==> src/rtl/fft_addr_gen_pkg.sv <==
// Shared FSM encoding and width helper for the FFT address sequencer.
package fft_addr_gen_pkg;

  typedef enum logic [1:0] {
    ST_IDLE = 2'd0,
    ST_RUN  = 2'd1,
    ST_GAP  = 2'd2,
    ST_DONE = 2'd3
  } fsm_t;

  // A counter that must count to v-1 still needs one bit when v <= 1.
  function automatic int clog2_min1(input int v);
    return (v > 1) ? $clog2(v) : 1;
  endfunction

endpackage

==> src/rtl/fft_addr_gen_bfly_idx.sv <==
// Butterfly index map for in-place radix-2 DIT: (j, s) -> operand and twiddle addresses.
module fft_addr_gen_bfly_idx #(
  parameter int AWL = 3,
  parameter int SWL = 3
) (
  input  logic [AWL-1:0] j,
  input  logic [SWL-1:0] s,
  output logic [AWL:0]   addr_a,
  output logic [AWL:0]   addr_b,
  output logic [AWL-1:0] tw_addr
);

  localparam logic [AWL:0]   ONE  = 1;
  localparam logic [SWL-1:0] SAWL = SWL'(AWL);

  logic [AWL:0] jw, half, mask;

  always_comb begin
    jw      = {1'b0, j};
    half    = ONE << s;
    mask    = half - ONE;
    // Bits at and above s move up by one, leaving a zero at position s.
    addr_a  = ((jw & ~mask) << 1) | (jw & mask);
    addr_b  = addr_a | half;
    tw_addr = AWL'((jw & mask) << (SAWL - s));
  end

endmodule

==> src/rtl/fft_addr_gen.sv <==
// Stage/butterfly sequencer for in-place radix-2 DIT FFT with ready/valid hold and inter-stage bubbles.
module fft_addr_gen
  import fft_addr_gen_pkg::*;
#(
  parameter int AWL       = 3,
  parameter int STAGE_GAP = 2,
  parameter int SWL       = 3
) (
  input  logic           i_CLK,
  input  logic           i_RESET,
  input  logic           i_START,
  input  logic           i_READY,
  output logic           o_VALID,
  output logic [AWL:0]   o_ADDR_A,
  output logic [AWL:0]   o_ADDR_B,
  output logic [AWL-1:0] o_TW_ADDR,
  output logic [SWL-1:0] o_STAGE,
  output logic           o_LAST,
  output logic           o_BUSY,
  output logic           o_DONE
);

  localparam int             GW   = clog2_min1(STAGE_GAP);
  localparam logic [AWL-1:0] JMAX = '1;
  localparam logic [SWL-1:0] SMAX = SWL'(AWL);

  fsm_t           st, st_nx;
  logic [AWL-1:0] j, j_nx;
  logic [SWL-1:0] s, s_nx;
  logic [GW-1:0]  gcnt, gcnt_nx;
  logic           vld_nx, load;
  logic           xfer, stage_end, gap_end;
  logic [AWL:0]   a_nx, b_nx;
  logic [AWL-1:0] tw_nx;

  assign xfer      = o_VALID & i_READY;
  assign stage_end = (j == JMAX);
  assign gap_end   = (int'(gcnt) == STAGE_GAP - 1);

  // Addresses are computed from the next (j, s) so the output registers line up with o_VALID.
  fft_addr_gen_bfly_idx #(.AWL(AWL), .SWL(SWL)) u_idx (
    .j       (j_nx),
    .s       (s_nx),
    .addr_a  (a_nx),
    .addr_b  (b_nx),
    .tw_addr (tw_nx)
  );

  always_comb begin
    st_nx   = st;
    j_nx    = j;
    s_nx    = s;
    gcnt_nx = gcnt;
    vld_nx  = o_VALID;
    load    = 1'b0;
    case (st)
      ST_IDLE: if (i_START) begin
        st_nx  = ST_RUN;
        j_nx   = '0;
        s_nx   = '0;
        vld_nx = 1'b1;
        load   = 1'b1;
      end
      ST_RUN: if (xfer) begin
        if (!stage_end) begin
          j_nx = j + AWL'(1);
          load = 1'b1;
        end else if (s == SMAX) begin
          st_nx  = ST_DONE;
          vld_nx = 1'b0;
        end else begin
          j_nx = '0;
          s_nx = s + SWL'(1);
          if (STAGE_GAP == 0) begin
            load = 1'b1;
          end else begin
            st_nx   = ST_GAP;
            gcnt_nx = '0;
            vld_nx  = 1'b0;
          end
        end
      end
      // (j, s) already point at the next stage's first butterfly while draining.
      ST_GAP: if (gap_end) begin
        st_nx  = ST_RUN;
        vld_nx = 1'b1;
        load   = 1'b1;
      end else begin
        gcnt_nx = gcnt + GW'(1);
      end
      ST_DONE: st_nx = ST_IDLE;
      default: st_nx = ST_IDLE;
    endcase
  end

  always_ff @(posedge i_CLK) begin
    if (i_RESET) begin
      st        <= ST_IDLE;
      j         <= '0;
      s         <= '0;
      gcnt      <= '0;
      o_VALID   <= 1'b0;
      o_ADDR_A  <= '0;
      o_ADDR_B  <= '0;
      o_TW_ADDR <= '0;
      o_STAGE   <= '0;
      o_LAST    <= 1'b0;
      o_BUSY    <= 1'b0;
      o_DONE    <= 1'b0;
    end else begin
      st      <= st_nx;
      j       <= j_nx;
      s       <= s_nx;
      gcnt    <= gcnt_nx;
      o_VALID <= vld_nx;
      o_LAST  <= vld_nx & (j_nx == JMAX);
      o_BUSY  <= (st_nx != ST_IDLE);
      o_DONE  <= (st_nx == ST_DONE);
      if (load) begin
        o_ADDR_A  <= a_nx;
        o_ADDR_B  <= b_nx;
        o_TW_ADDR <= tw_nx;
        o_STAGE   <= s_nx;
      end
    end
  end

endmodule
==> config.mk <==
export PLATFORM = sky130hd
export DESIGN_NAME = fft_addr_gen
export DESIGN_NICKNAME = d
export VERILOG_FILES = /design/src/rtl/fft_addr_gen_pkg.sv /design/src/rtl/fft_addr_gen_bfly_idx.sv /design/src/rtl/fft_addr_gen.sv
export SDC_FILE = /design/constraint.sdc
export NUM_CORES = 1
export LEC_CHECK = 0
export CAP_MARGIN = 10
export CORE_ASPECT_RATIO = 0.7
export CORE_MARGIN = 5
export CORE_UTILIZATION = 31
export DETAILED_ROUTE_END_ITERATION = 8
export GPL_TIMING_DRIVEN = 0
export PLACE_DENSITY = 0.48
export SYNTH_ARGS = -nofsm -noshare
export SYNTH_HDL_FRONTEND = slang
export SYNTH_SLANG_ARGS = --single-unit
==> constraint.sdc <==
create_clock -name i_CLK -period 5.53 [get_ports i_CLK]
set_input_delay 1.106 -clock i_CLK [delete_from_list [all_inputs] [get_ports i_CLK]]
set_output_delay 1.106 -clock i_CLK [all_outputs]
set_load 0.02 [all_outputs]
Word-level counts from Yosys, hierarchy flattened
Index checks and enable logic that the tools add are counted.
- register bits: 27
- bits of input ports: 4
- output and inout port bits: 18
- logic and storage cells: 71
- $add $sub $neg: 5
- equal/unequal tests: 10
- shift-type cells: 2
- muxes and demuxes: 31
- bitwise logic cells: 7
- reductions and logical operators: 4
- operators with widths (kind ; number):
    3-bit two-way mux ; 8
    1-bit two-way mux ; 13
    3-bit one-hot mux with 2 select lines ; 2
    2-bit two-way mux ; 4
    4-bit bitwise OR ; 2
    2-bit one-hot mux with 4 select lines ; 1
    3-bit by 1-bit adder with 3-bit output (second input constant) ; 2
    2-bit == test (second input constant) ; 3
    3-bit == test (second input constant) ; 2
    2-bit != test (second input constant) ; 3
    1-bit one-hot mux with 3 select lines ; 2
    3-bit by 4-bit bitwise AND with 4-bit output ; 1
    4-bit AND reduction ; 1
    2-bit nonzero test ; 2
    1-bit by 3-bit << shifter with 4-bit output (first input constant) ; 1
    4-bit by 3-bit << shifter with 3-bit output ; 1
    4-bit by 1-bit subtractor with 4-bit output (second input constant) ; 1
    3-bit bitwise AND ; 1
    3-bit by 2-bit == test with 1-bit output (second input constant) ; 1
    3-bit NOT ; 1
    2-bit by 3-bit subtractor with 3-bit output (first input constant) ; 1
    1-bit bitwise AND ; 2
    2-bit by 1-bit == test with 1-bit output (second input constant) ; 1
    2-bit zero test ; 1
    other kinds (2) ; 2

Longest topological paths before layout
Gate-level depths: netlist of run 1.
- depth in word-level cells: 11
- mapped depth: 13
- depth with buffers taken out: 12

Hierarchy
From an unflattened synthesis of run 1, not the netlist that was laid out.
- cells, all modules: 136
- area total of the unflattened synthesis: 1336.3 sq um
- modules (own cells, without submodules) (module ; times used ; cells an instance ; area each (sq um) ; sequential area each (sq um)):
    fft_addr_gen ; 1 ; 111 ; 1158.6 ; 540.5
    fft_addr_gen_bfly_idx ; 1 ; 25 ; 177.7 ; 0.0

Worst setup path after synthesis of run 1
Ideal clock, no wire load.
- kind: input port to flip-flop
- start: input i_READY
- end: register o_TW_ADDR[2]
- library setup time: 0.121 ns
- arrival time: 2.900 ns
- data required time: 5.409 ns
- path slack: 2.509 ns
- stages on the path: 11
- buffers on the path: 1
- path through: and3_1 -> clkbuf_4 -> a31oi_1 -> o21a_1 -> o21ai_0 -> ha_1 -> inv_1 -> o2111a_1 -> o41a_1 -> o311ai_1 -> o21ai_1
- cells in the longest elaborated chain, start to end: 7
- elaborated cells between the ends (all ways): 12
- classes of those cells: add/sub: 2; shift: 2; mux: 6; bitwise: 2
- RTL lines (item ; RTL line ; RTL):
    start: declaration ; fft_addr_gen.sv:12 ; input logic i_READY,
    1-bit bitwise AND (*) ; fft_addr_gen.sv:36 ; assign xfer = o_VALID & i_READY;
    3-bit two-way mux ; fft_addr_gen.sv:64 ; ST_RUN: if (xfer) begin
    3-bit one-hot mux with 2 select lines ; fft_addr_gen.sv:56 ; case (st)
    1-bit by 3-bit << shifter with 4-bit output ; fft_addr_gen_bfly_idx.sv:20 ; half = ONE << s;
    4-bit by 1-bit subtractor with 4-bit output ; fft_addr_gen_bfly_idx.sv:21 ; mask = half - ONE;
    3-bit by 4-bit bitwise AND with 4-bit output ; fft_addr_gen_bfly_idx.sv:25 ; tw_addr = AWL'((jw & mask) << (SAWL - s));
    4-bit by 3-bit << shifter with 3-bit output ; fft_addr_gen_bfly_idx.sv:25 ;
    end signal: assignment ; fft_addr_gen.sv:122 ; o_TW_ADDR <= tw_nx;
    end: declaration ; fft_addr_gen.sv:16 ; output logic [AWL-1:0] o_TW_ADDR,
Mark *: on every way between the ends. The rest lies on a longest branch, timed or not.
A chain may end at the register's enable or synchronous reset.

Final worst setup path of run 1
Same ends and word-level chain as after synthesis.

==> results of run 1 <==
[layout by cell type (no fill, tap or decap), types with 3 or more instances in the layout]
cell type	Yosys	routed
nor2_1	27	27
dfxtp_1	27	27
clkdlybuf4s50_1	0	20
a21oi_1	11	11
nand2_1	11	11
nor3_1	8	8
inv_1	7	7
nand3_1	5	5
clkbuf_1	4	5
mux2i_1	5	5
o21ai_0	4	4
a31oi_1	4	4
a211oi_1	4	4
ha_1	4	4
buf_6	3	3
o21a_1	3	3
o211ai_1	3	3
nand4_1	3	3
o31ai_1	3	3
clkbuf_8	0	3
[final cells by class]
cell class / instances / area, sq um
buffer: 10 / 65.06
clock buffer: 4 / 45.04
fill: 487 / 2903
inverter: 7 / 26.28
multi-input combinational: 131 / 852.1
sequential: 27 / 540.5
tap: 57 / 71.32
timing repair buffer: 20 / 200.2
[flip-flops by register name, indices dropped and copies added (netlist names)]
signal and flops:
j 3, gap_end 1, s 3, o_ADDR_A 4, o_VALID 1, st 2, o_LAST 1, o_ADDR_B 4
o_BUSY 1, o_STAGE 3, o_DONE 1, o_TW_ADDR 3
[critical path, delay by kind of cell]
kind                     cells  cell delay [ns]
buffers and inverters        2             0.60
adder cells (fa/ha/maj)      1             0.30
AO/OA/AOI/OAI                6             1.13
AND/OR/NAND/NOR              2             0.68
[per-layer routing]
| layer | GRT usage (%) | vias up |
|---|---|---|
| met1 | 20.68 | 637 |
| met4 | 2.194 | 0 |
| met2 | 19.60 | 27 |
| met3 | 3.516 | 2 |
| met5 | 0 | - |
| li1 | - | 691 |
[report_power, final]
part,switching [mW],total (mW),internal (mW)
combinational,0.0351,0.0568,0.0217
clock,0.0595,0.111,0.0516
sequential,0.00330,0.203,0.200
total,0.0979,0.371,0.273
[cell families (layout without fill, tap and decap cells)]
family	after synthesis	after routing	synth area share [%]
adder cells (fa/ha/maj)	4	4	3.373
AO/OA/AOI/OAI	47	47	23.02
multiplexers	6	6	4.132
buffers and inverters	17	41	6.155
flip-flops	27	27	36.43
AND/OR/NAND/NOR	74	74	26.90
[worst paths after layout]
check,startpoint,endpoint,slack [ns]
setup / recovery,i_READY,o_TW_ADDR[2]$_SDFFE_PP0P_,1.87
hold reg to reg,o_TW_ADDR[2]$_SDFFE_PP0P_,o_TW_ADDR[2]$_SDFFE_PP0P_,0.45
setup reg to reg,j[0]$_SDFF_PP0_,o_TW_ADDR[2]$_SDFFE_PP0P_,2.41
hold / removal,o_TW_ADDR[2]$_SDFFE_PP0P_,o_TW_ADDR[2]$_SDFFE_PP0P_,0.45
[through the flow]
| stage | cell area (sq um) | total power [mW] |
|---|---|---|
| finish | 1800 | 0.3711 |
| global route | 1800 | 0.3867 |
| CTS | 1800 | 0.3777 |
| detailed placement | 1755 | 0.2645 |
| global placement | 1755 | 0.2642 |
| floorplan | 1484 | 0.2433 |
==> flow_summary_export.csv, run 1 <==
group,metric,value,unit
logic_synthesis,syn_nets,183,
timing,holdWs,0.4512,ns
logic_synthesis,synth_warnings,0,
finish,area_delta_synth_final,21.33,%
logic_synthesis,synthTopCellsByArea,"dfxtp_1 36%, nor2_1 6.8%, a21oi_1 3.7%",
setup_path,endpoint_kind,"flop",
global_route,grt.total_usage,13.65,%
timing,maxSlewViolCount,0,
setup_path,crit_chain,"clkdlybuf4s50_1, nand3_2, nor4_1, o21a_1, o21ai_0, ha_1, inv_1, o2111a_1, o41a_1, o311ai_1, o21ai_1",
timing,fin_skew,0.002979,ns
route,met1_length,2.194,mm
setup_path,crit_slowest_cell,"clkdlybuf4s50_1",
route,ant_nets,0,
route,num_vias,1357,
logic_synthesis,ys.flop_type,"dfxtp_1",
logic_synthesis,ys_seq_area_share,36.42,%
run,cap_violations,0,
timing,max_freq,0.2731,GHz
setup_path,start_kind,"input pin",
setup_path,crit_fanout,8,
global_route,grt.overflow.total,0,
placement,pre_cts_ws,1.645,ns
logic_synthesis,ys_top_cells_by_count,"27 x dfxtp_1, 27 x nor2_1, 11 x a21oi_1, 11 x nand2_1, 8 x nor3_1",
timing,relSlewSlack,48.69,%
floorplanning,die-area,6293,sq um
pwr,vdd_drop_max,0.00008474,V
clock_tree,postCtsSetupRepairBufs,0,
route,drcViolationCount,0,
logic_synthesis,yosys.cell_types.count,52,
floorplanning,die_h,67.89,um
global_route,antenna_found_initial,0,
timing,tightest_slew,0.7668,ns
placement,globalplace.congestion,0.8135,
hold_path,hp-class,"flop to flop",
pwr,power.density,206.1,nW/um^2
setup_path,cp_data_required_time,5.69,ns
floorplanning,ios,22,
timing,finalSetupViolCount,0,
logic_synthesis,synth_top_area_cell,"dfxtp_1",
finish,drive_gt1_share,9.045,%
timing,period_needed,3.661,ns
clock_tree,htree_levels,1,
timing,hold_violations,0,
timing,finalCritPeriodShare,66.21,%
clock_tree,insertion_delay,0.27,ns
route,avgRoutedWirePerCell,15.94,um
floorplanning,start_util,31.55,%
logic_synthesis,synth_top_cell_area_share,36.42,%
route,wirelength,4.080,mm
clock_tree,cts_buffers,3,
floorplanning,dieWidth,92.70,um
global_route,grt_start_max_net_pins,15,
logic_synthesis,synth_edf_count,0,
logic_synthesis,synthCells,175,
clock_tree,cts_sinks,27,
route,drtIter0Drc,179,
clock_tree,cts_tree,"yes",
clock_tree,path_clk_slew,0.09,ns
clock_tree,ctsResizeCount,0,
clock_tree,cts_hold_buf,0,
finish,stdcell_count,256,
clock_tree,cts_root_buffer,"clkbuf_8",
logic_synthesis,async_flop_share,0,%
logic_synthesis,ys_ff_latch,27,
route,vias_per_cell,5.301,
placement,dp.final_hpwl,3.059,mm
timing,tns,0,ns
route,drtPass1Iterations,4,
global_route,grt_pass1_wl,6.665,mm
route,topRoutingLayerUsed,"met4",
floorplanning,rows,21,
logic_synthesis,syn-cell-area,1484,sq um
hold_path,hold_depth,2,
floorplanning,core,4703,sq um
setup_path,worst_ep_arrival_time,3.83,ns
setup_path,reg2reg_depth,12,
placement,numPortBuffers,20,
timing,rsz0062_at_grt,"no",
global_route,grt_pass1_vias,1291,
route,met2_length,1.657,mm
clock_tree,cts_buffer_depth,2,
setup_path,critical_path_class,"input pin to flop",
finish,final_util,38.28,%
timing,fin_ws,1.869,ns
pwr,cellLeakagePower,0.6046,nW
finish,antenna_cells,0,
status,status,"complete, no violations",
setup_path,cp_slowest_stage_delay,0.54,ns
route,met3_wirelength,211,um
finish,fin_nets,208,
placement,post-place-cells,252,
logic_synthesis,syn_avg_cell_area,8.480,sq um
(Power assumes the default switching activity.)
==> inputs of run 2 (changes only) <==
==> constraint.sdc (replaced) <==
create_clock -name i_CLK -period 3.8 [get_ports i_CLK]
set_input_delay 0.76 -clock i_CLK [delete_from_list [all_inputs] [get_ports i_CLK]]
set_output_delay 0.76 -clock i_CLK [all_outputs]
set_load 0.02 [all_outputs]
==> results of run 2 <==
Same layout as run 1 (identical final DEF). Status: complete, no violations.
Main changes from that run: setup slack after placement 1.645 ns -> 0.2610 ns; setup slack after layout 1.869 ns -> 0.4847 ns; register-to-register setup slack 2.41 ns -> 0.68 ns; total power 0.3711 mW -> 0.5400 mW; worst IR drop on VDD 0.00008474 V -> 0.0001233 V
==> inputs of run 3 (changes only) <==
--- a/config.mk
+++ b/config.mk
@@ -8,10 +8,10 @@
 export CAP_MARGIN = 10
 export CORE_ASPECT_RATIO = 0.7
 export CORE_MARGIN = 5
-export CORE_UTILIZATION = 31
+export CORE_UTILIZATION = 53
 export DETAILED_ROUTE_END_ITERATION = 8
 export GPL_TIMING_DRIVEN = 0
-export PLACE_DENSITY = 0.48
+export PLACE_DENSITY = 0.75
 export SYNTH_ARGS = -nofsm -noshare
 export SYNTH_HDL_FRONTEND = slang
 export SYNTH_SLANG_ARGS = --single-unit
==> flow_summary_export.csv, run 3 (synthesis results as in run 1) <==
group,metric,value,unit
timing,hold_violations,0,
clock_tree,insertion_delay,0.28,ns
finish,antenna_cells,0,
route,drtIter0Drc,157,
timing,finalCritPeriodShare,88.03,%
floorplanning,core,2743,sq um
finish,fin_nets,208,
setup_path,r2r-end,"o_TW_ADDR[2]$_SDFFE_PP0P_",
setup_path,crit_slowest_cell,"clkdlybuf4s50_1",
clock_tree,postCtsSetupRepairBufs,0,
timing,finalSetupViolCount,0,
finish,most-common-layout-cells,"27 x nor2_1, 27 x dfxtp_1, 20 x clkdlybuf4s50_1, 11 x a21oi_1, 11 x nand2_1",
floorplanning,die_h,54.27,um
timing,tns,0,ns
global_route,grt_pass1_vias,1293,
floorplanning,die-area,3975,sq um
global_route,antenna_found_initial,0,
clock_tree,cts_hold_buf,0,
timing,max_freq,0.2989,GHz
route,wirelength,3.737,mm
pwr,finalPower,0.5417,mW
route,vias_per_cell,5.932,
setup_path,critical_path_class,"input pin to flop",
floorplanning,start_util,54.11,%
placement,numPortBuffers,20,
route,drtPass1Iterations,5,
hold_path,whs_endpoint,"o_TW_ADDR[2]$_SDFFE_PP0P_",
setup_path,cp_data_required_time,3.97,ns
run,cap_violations,0,
clock_tree,cts_buffer_depth,2,
timing,tightest_slew,0.6747,ns
clock_tree,htree_levels,1,
setup_path,r2r_setup_slack,0.65,ns
timing,rsz0062_at_grt,"no",
global_route,grt.overflow.total,0,
placement,dp.final_hpwl,2.825,mm
timing,holdWs,0.4528,ns
setup_path,start_kind,"input pin",
global_route,grt.total_usage,20.49,%
setup_path,endpoint_kind,"flop",
hold_path,hold_depth,2,
setup_path,r2r_start,"j[0]$_SDFF_PP0_",
setup_path,crit_chain,"clkdlybuf4s50_1, nand3_2, nor4_1, o21a_1, o21ai_0, ha_1, inv_1, o2111a_1, o41a_1, o311ai_1, o21ai_1",
clock_tree,cts_sinks,27,
setup_path,cp_slowest_stage_delay,0.55,ns
global_route,grt_pass1_wl,6.147,mm
timing,period_needed,3.345,ns
placement,globalplace.congestion,0.9452,
timing,relSlewSlack,54.82,%
pwr,vdd_drop_max,0.0002410,V
timing,fin_skew,0.004840,ns
finish,area_delta_synth_final,19.65,%
floorplanning,dieWidth,73.25,um
pwr,cellLeakagePower,0.6073,nW
setup_path,crit_fanout,8,
route,num_vias,1394,
floorplanning,ios,22,
clock_tree,cts_root_buffer,"clkbuf_8",
status,status,"complete, no violations",
route,avgRoutedWirePerCell,15.90,um
clock_tree,ctsResizeCount,0,
route,drcViolationCount,0,
finish,drive_gt1_share,9.548,%
route,ant_nets,0,
timing,maxSlewViolCount,0,
finish,reg_top3,"o_ADDR_A (4), o_ADDR_B (4)",
global_route,grt_start_max_net_pins,16,
hold_path,hp-class,"flop to flop",
setup_path,reg2reg_depth,12,
clock_tree,cts_tree,"yes",
clock_tree,path_clk_slew,0.09,ns
floorplanning,rows,16,
hold_path,hold_start,"o_TW_ADDR[2]$_SDFFE_PP0P_",
clock_tree,cts_buffers,3,
pwr,power.density,305.1,nW/um^2
setup_path,worst_ep_arrival_time,3.52,ns
-- run 3: cell types whose count changed in the layout (fill, tap and decap cells not counted), sizes merged --
cell	change
clkinv	+1
clkbuf	-1
-- run 3: worst max-delay path by stage --
| stage | start | end | slack [ns] | cells past startpoint |
|---|---|---|---|---|
| floorplan | i_READY | o_TW_ADDR[2]$_SDFFE_PP0P_ | 1.12 | 11 |
| global placement | i_READY | o_TW_ADDR[2]$_SDFFE_PP0P_ | 0.34 | 11 |
| detailed placement | i_READY | o_TW_ADDR[2]$_SDFFE_PP0P_ | 0.29 | 11 |
| CTS | i_READY | o_TW_ADDR[2]$_SDFFE_PP0P_ | 0.54 | 11 |
| global route | i_READY | o_TW_ADDR[2]$_SDFFE_PP0P_ | 0.31 | 11 |
| finish | i_READY | o_TW_ADDR[2]$_SDFFE_PP0P_ | 0.45 | 11 |
-- run 3: report_power, final --
part | switching (mW) | total, mW | internal (mW)
registers | 0.00515 | 0.296 | 0.291
clock network | 0.0899 | 0.164 | 0.0736
logic | 0.0505 | 0.0821 | 0.0315
-- run 3: critical path: cells and delay by family --
kind / cells / cell delay, ns
AND/OR/NAND/NOR: 2 / 0.69
adder cells (fa/ha/maj): 1 / 0.30
AO/OA/AOI/OAI: 6 / 1.16
buffers and inverters: 2 / 0.61
-- run 3: through the flow --
stage               std cells  worst slack [ns]  cell area (sq um)  utilization (%)
floorplan                 175             1.125               1484                -
global placement          231            0.3413               1729            63.05
detailed placement        231            0.2884               1729            63.05
CTS                       235            0.5389               1775            64.74
global route              235            0.3135               1775            64.74
finish                    235            0.4548               1775            64.74
-- run 3: area by class of cell --
class	instances	area, sq um
Fill cell	210	967.2
Multi-Input combinational cell	131	852.1
Sequential cell	27	540.5
Timing Repair Buffer	20	200.2
Buffer	10	65.06
Tap cell	36	45.04
Clock buffer	3	41.29
Inverter	7	26.28
Clock inverter	1	5.005
-- run 3: layer usage --
metal | wire length, um | global-route usage (%)
met1 | 1655 | 27.35
met2 | 1753 | 32.79
met3 | 308 | 5.138
met4 | 21 | 6.442
met5 | 0 | 0
==> edit (flow settings as in run 3) <==
`STAGE_GAP`: 2 -> 1.
--- a/src/rtl/fft_addr_gen.sv
+++ b/src/rtl/fft_addr_gen.sv
@@ -3,7 +3,7 @@
   import fft_addr_gen_pkg::*;
 #(
   parameter int AWL       = 3,
-  parameter int STAGE_GAP = 2,
+  parameter int STAGE_GAP = 1,
   parameter int SWL       = 3
 ) (
   input  logic           i_CLK,
Behaviour: same outputs for any inputs over 10 cycles, from zero or initial values and one cycle with i_RESET high; that may be too few to reach the edited logic, so the function may still have changed.
==> edit against run 3 <==
  * Combinational power shrank 7.8%
  * Sequential share of layout area grew 1.3 points
  * Core utilization grew 2.4 points
  * Routed wire length shrank 14%
  * Non-clock buffer count shrank 3
  * Synthesized area shrank 9.1%
  * Sequential power shrank 3%
  * Worst setup slack gained 0.38 ns
  * Sequential cell count shrank 1
  * Cell area shrank 7.8%
  * Total power shrank 6.9%
  * Critical path type unchanged
==> edit: results (changes against run 3) <==
Leak Pwr=0.569 nW (was 0.607 nW); first-pass GRT wire length=5.27 mm (was 6.15 mm); CP peak stage delay=0.51 ns (was 0.55 ns); wire per inst=15.2 um (was 15.9 um); synth cell count leaders=30 x nor2_1, 26 x dfxtp_1, 11 x nand2_1 (was 27 x dfxtp_1, 27 x nor2_1, 11 x a21oi_1, 11 x nand2_1, 8 x nor3_1); crit path DAT=3.21 ns (was 3.52 ns); IO buf count=21 (was 20); post-synth cell types=45 (was 52); GR Layer Usage met3=4.79% (was 5.14%); register area share after synthesis=38.6% (was 36.4%); vias=1243 (was 1394); layout cells sized above 1=13.6% (was 9.55%); dominant cells by area after synthesis=dfxtp_1 39%, nor2_1 8.3%, a21oi_1 3.7%, ha_1 3.7%, nand2_1 3.1% (was dfxtp_1 36%, nor2_1 6.8%, a21oi_1 3.7%, ha_1 3.4%, mux2i_1 3.4%); # nets final=185 (was 208); DRT iter0 DRCs=117 (was 157); status=finished, final reports clean (unchanged); crit-path leading delay family=simple AND/OR/NAND/NOR gates (was compound AO/OA/AOI/OAI gates); M2 GR Usage=29.3% (was 32.8%); HPWL after DPL=2.47 mm (was 2.83 mm); worst reg-to-reg path cell count=9 (was 12); routed wire length=3.20 mm (was 3.74 mm); Inst Count DP=206 (was 231); syn_nets=159 (was 183); worst vdd ir=0.141 mV (was 0.241 mV); pre-CTS setup slack=0.542 ns (was 0.288 ns); Worst-Skew Late Latency=0.33 ns (was 0.28 ns); Rel. slew slack=59.6% (was 54.8%); Worst Path Max Fanout=7 (was 8); largest net degree at the start of global routing=15 (was 16)
[edit: cell count changes after synthesis, sizes merged, moves of 3 or more]
cell,run 3,this run
a31oi,4,0
nand4,3,0
nor2,27,30
a22oi,0,3
o311ai,3,0
nand3,6,2
nor4b,1,5
clkbuf,5,2
o21a,3,0
inv,7,1
nor4,1,4
a211oi,6,3
[edit: per-layer routing]
layer	vias to the layer above	share of wire, %
met5	-	0
met4	0	0.87
met3	5	7.3
met2	44	46
met1	594	46
li1	600	-
[edit: area by class of cell]
class | instances | area, um^2
buffer | 6 | 48.8
clock buffer | 4 | 36.3
fill | 211 | 802
inverter | 1 | 3.75
multi-input combinational | 118 | 776
sequential | 26 | 520
tap | 34 | 42.5
timing repair buffer | 21 | 210
[edit: tightest hold or removal path, stage by stage, from the launching register on]
cell,delay [ns]
dfxtp_1,0.33
nand2_1,0.05
a21oi_1,0.05
[edit: cells by family after synthesis]
kind of cell    count (synthesis)  share of synthesized area [%]
simple gates                   76                           32.0
flops                          26                           38.6
fa+ha+maj                       4                           3.71
buf+inv                         7                           3.90
mux                             6                           5.38
compound gates                 32                           16.4
[edit: worst paths after layout]
| kind | from | to | slack (ns) |
|---|---|---|---|
| worst min register to register | o_TW_ADDR[1] | o_TW_ADDR[1] | 0.47 |
| worst max-delay path | i_READY | o_ADDR_B[3] | 0.83 |
| worst max register to register | s[1] | o_ADDR_B[3] | 1.18 |
| worst min-delay path | o_TW_ADDR[1] | o_TW_ADDR[1] | 0.47 |
[edit: power by group through the flow]
stage	Clock, mW	Combinational (mW)	Sequential, mW
2_1_floorplan	0	0.0370	0.302
3_3_place_gp	0	0.0741	0.293
3_5_place_dp	0	0.0752	0.293
4_1_cts	0.144	0.0755	0.287
5_1_grt	0.159	0.0819	0.288
6_report	0.141	0.0757	0.287
